File: src/rtl/add_round_key_bank.sv
// AddRoundKey engine: a bank of ROUNDS+1 round keys, one XOR per accepted state,
// and results returned through a 2-entry output/skid buffer.
module add_round_key_bank #(
  parameter  int DATA_W = 128,
  parameter  int ROUNDS = 10,
  localparam int IDX_W  = $clog2(ROUNDS + 1)
) (
  input  logic              clk,
  input  logic              reset,
  input  logic              key_wr_en,
  input  logic [IDX_W-1:0]  key_wr_idx,
  input  logic [DATA_W-1:0] key_wr_data,
  input  logic              in_valid,
  output logic              in_ready,
  input  logic [DATA_W-1:0] in_state,
  input  logic [IDX_W-1:0]  in_round,
  output logic              out_valid,
  input  logic              out_ready,
  output logic [DATA_W-1:0] out_state,
  output logic [IDX_W-1:0]  out_round,
  output logic              out_err
);

  localparam logic [IDX_W-1:0] LAST = IDX_W'(ROUNDS);

  typedef struct packed {
    logic [DATA_W-1:0] state;
    logic [IDX_W-1:0]  round;
    logic              err;
  } word_t;

  logic [DATA_W-1:0] r_key [ROUNDS+1];
  logic [ROUNDS:0]   r_loaded;
  word_t             r_out, r_skid;
  logic              r_out_vld, r_skid_vld;
  word_t             w_new;
  logic              w_acc, w_fire, w_wr_ok;

  assign w_acc   = in_valid && !r_skid_vld;
  assign w_fire  = r_out_vld && out_ready;
  assign w_wr_ok = key_wr_en && (key_wr_idx <= LAST);

  // The err term short-circuits before the loaded bit is looked at for illegal rounds.
  always_comb begin
    w_new       = '0;
    w_new.round = in_round;
    w_new.err   = (in_round > LAST) || !r_loaded[in_round];
    w_new.state = w_new.err ? in_state : (in_state ^ r_key[in_round]);
  end

  // Key bank: registered reads of this cycle see the pre-write contents.
  always_ff @(posedge clk) begin
    if (reset) begin
      for (int i = 0; i <= ROUNDS; i++) r_key[i] <= '0;
      r_loaded <= '0;
    end else if (w_wr_ok) begin
      r_key[key_wr_idx]    <= key_wr_data;
      r_loaded[key_wr_idx] <= 1'b1;
    end
  end

  // While SKID is full in_ready is low, so no accept competes with its drain.
  always_ff @(posedge clk) begin
    if (reset) begin
      r_out      <= '0;
      r_skid     <= '0;
      r_out_vld  <= 1'b0;
      r_skid_vld <= 1'b0;
    end else if (r_skid_vld) begin
      if (w_fire) begin
        r_out      <= r_skid;
        r_skid_vld <= 1'b0;
      end
    end else if (w_acc) begin
      if (!r_out_vld || out_ready) begin
        r_out     <= w_new;
        r_out_vld <= 1'b1;
      end else begin
        r_skid     <= w_new;
        r_skid_vld <= 1'b1;
      end
    end else if (w_fire) begin
      r_out_vld <= 1'b0;
    end
  end

  assign in_ready  = !r_skid_vld;
  assign out_valid = r_out_vld;
  assign out_state = r_out.state;
  assign out_round = r_out.round;
  assign out_err   = r_out.err;

endmodule

File: config.mk
export PLATFORM = sky130hd
export DESIGN_NAME = add_round_key_bank
export DESIGN_NICKNAME = d
export VERILOG_FILES = /design/src/rtl/add_round_key_bank.sv
export SDC_FILE = /design/constraint.sdc
export NUM_CORES = 2
export LEC_CHECK = 0
export CAP_MARGIN = 5
export CORE_MARGIN = 2
export CORE_UTILIZATION = 42
export DETAILED_ROUTE_END_ITERATION = 8
export GPL_TIMING_DRIVEN = 1
export HOLD_SLACK_MARGIN = 0.1
export SLEW_MARGIN = 5
export SYNTH_ARGS = -nofsm -noshare
export SYNTH_HDL_FRONTEND = slang
export SYNTH_SLANG_ARGS = --single-unit
File: constraint.sdc
create_clock -name clk -period 7 [get_ports clk]
set_clock_uncertainty 0.15 [all_clocks]
set_input_delay 2.1 -clock clk [delete_from_list [all_inputs] [get_ports clk]]
set_output_delay 2.1 -clock clk [all_outputs]
set_load 0.02 [all_outputs]
==> metrics.txt <==
sequential fraction of the synthesis area 67.7%; Post-synth EDFFs 1920; Post-CTS Setup Bufs 0; Clock Root Buffer clkbuf_16; CTS tree built; initial antenna violation count 9; crit path DAT 3.15 ns; Final setup viols 0; core area 0.230 sq mm; WS Path Type flop to primary output; DRC 0; Placer Congestion 0.812; PnR worst setup slack about 1.6 ns; max_cap viols 0; Layout area overhead 17.8%; clock buffer depth 3; Initial DRC Count 6846; Post-Syn Area 0.0972 sq mm; Required @ worst endpoint 4.75 ns; TritonCTS sink count between 2000 and 2500; syn avg cell area 13.0 sq um; #FFs+latches synth 2327; fillers 19938; status complete, no violations; max-slew violations 0; Finished Cell Area about 0.11 sq mm; Max stage delay on crit path 0.93 ns; Area after DPL approximately 0.11 sq mm; period utilization between 70% and 80%; largest net degree at the start of global routing 131; RSZ-0062 raised after global routing false; Clock Latency Late Sink 0.89 ns; vias in the first global route roughly 64000; die area 0.235 sq mm; Leakage 41.2 nW; TritonCTS Buffers between 200 and 250; io pins 404; first-pass GRT wire length 440 mm; slew margin rel. 15.1%; Detailed Place HPWL 176 mm; asr flop ratio synth 0%; Cell variety after synth 36; Pre-antenna DRT Iters 6; post-synthesis instance total roughly 7500; Final nets 8496; setup TNS 0 ns; Buffers on Ports 403; cts-stage hold buffer count 0; Synth top area share 59.3%; maximum vdd drop ~230 uV; Placement Setup Slack around 1.2 ns; Initial Utilization 42.2%; crit path time final 5.40 ns; Startpoint Class flop; critical path, cell by cell inv_4 -> clkdlybuf4s50_1; HP Class flop to flop; yosys warns 0; CP max stage cell inv_4; CTS resizes 0; DR WL/cell 26.5 microns; CTS HTree Levels 4; Critical Path End Type primary output; via count 64257; most common library cells after synthesis 1920 x edfxtp_1, 1300 x nor2_1, 775 x mux2i_1; fmax about 0.19 GHz; worst slew pin tran between 1 and 1.5 ns; Area contributors post-synth edfxtp_1 59%, dfxtp_1 8.4%, mux2i_1 8.0%; CTS clk-pin slew, worst paths 0.06 ns; Synth Flop Type edfxtp_1; Hold Fails Final Rpt 0; Chip Width 485 microns; count leader, synth edfxtp_1; chip height 485 microns; Final Util between 40% and 50%; crit path max fanout 79; DRT antenna net count 0; pwr/cell area 276 mW/mm^2; total routed wirelength 304 mm; total track usage 25.4%; grt ovf 0; vias per cell 5.60; share of cells above drive strength 1 7.85%; Synth area leader edfxtp_1; num rows 176
-- critical path, delay by kind of cell (launching register included) --
kind                   cells  cell delay, ns
buffers and inverters      2            1.72
DFF                        1            0.50
-- layer usage --
metal | vias up | track usage [%] | share of wire [%]
met2 | 2611 | 41.6 | 48
met5 | - | 0 | 0.0043
li1 | 28169 | - | -
met4 | 2 | 10.4 | 4.2
met1 | 32992 | 33.9 | 41
met3 | 483 | 3.44 | 6.9
-- flip-flops by register name (all words and copies together), names as in the netlist --
name	flops
r_skid	133
r_skid_vld	1
out_round	4
r_key	2048
out_state	128
r_loaded	11
out_valid	1
out_err	1
-- cell type report --
type                    instances  area [sq um]  share of cell area (%)
diodes                          5          12.5                  0.0109
clock buffers                 361          6810                    5.95
clock inverters                95           975                   0.851
inverters                     133           502                   0.438
multi-input cells            4978         30700                    26.8
flip-flops and latches       2327         65800                    57.5
well taps                    3026          3790                    3.31
repair buffers                549          5880                    5.14
-- logic make-up (layout without fill, tap and decap cells) --
| family | count (synthesis) | count (layout) | share of synthesized area (%) |
|---|---|---|---|
| flops | 2327 | 2327 | 67.7 |
| simple gates | 2250 | 2250 | 9.91 |
| compound gates | 1055 | 1055 | 6.79 |
| mux | 905 | 905 | 11.0 |
| buf+inv | 820 | 1138 | 3.46 |
| xor+xnor | 128 | 128 | 1.15 |
| other cells | 1 | 645 | 0.00386 |
-- layout by cell type (no fill, tap or decap), types with 238 or more instances in the layout --
cell type / count
edfxtp_1: 1920
nor2_1: 1298
mux2i_1: 773
conb_1: 640
dfxtp_1: 407
nand2_1: 400
clkdlybuf4s50_1: 399
nor3_1: 257
a22oi_1: 256
o21ai_0: 245
clkbuf_16: 238
-- through the flow --
stage / total power [mW] / hold slack (ns) / instances
after detailed placement: 19.2 / 0.284 / 11013
after floorplan: 17.9 / 0.267 / 8125
after global routing: 32.5 / 0.315 / 11471
after global placement: 19.1 / 0.275 / 11012
after CTS: 31.7 / 0.293 / 11469
final: 31.6 / 0.294 / 11474
-- worst paths after layout --
| path | startpoint | endpoint | slack [ns] | cells after the start |
|---|---|---|---|---|
| max | r_skid_vld$_SDFF_PP0_ | in_ready | 1.60 | 2 |
| min | r_skid[88]$_SDFFE_PP0P_ | r_skid[88]$_SDFFE_PP0P_ | 0.29 | 2 |
| max reg2reg | r_skid_vld$_SDFF_PP0_ | out_state[51]$_SDFFE_PP0P_ | 2.69 | 7 |
| min reg2reg | r_skid[88]$_SDFFE_PP0P_ | r_skid[88]$_SDFFE_PP0P_ | 0.29 | 2 |
-- power breakdown --
group / internal [mW] / switching [mW] / leakage [nW]
registers: 15.8 / 0.300 / 21.7
clock network: 7.19 / 5.44 / 3.80
logic: 0.984 / 1.80 / 15.7
total: 24.0 / 7.54 / 41.2
Note: power is estimated with default switching activity, not from simulation.
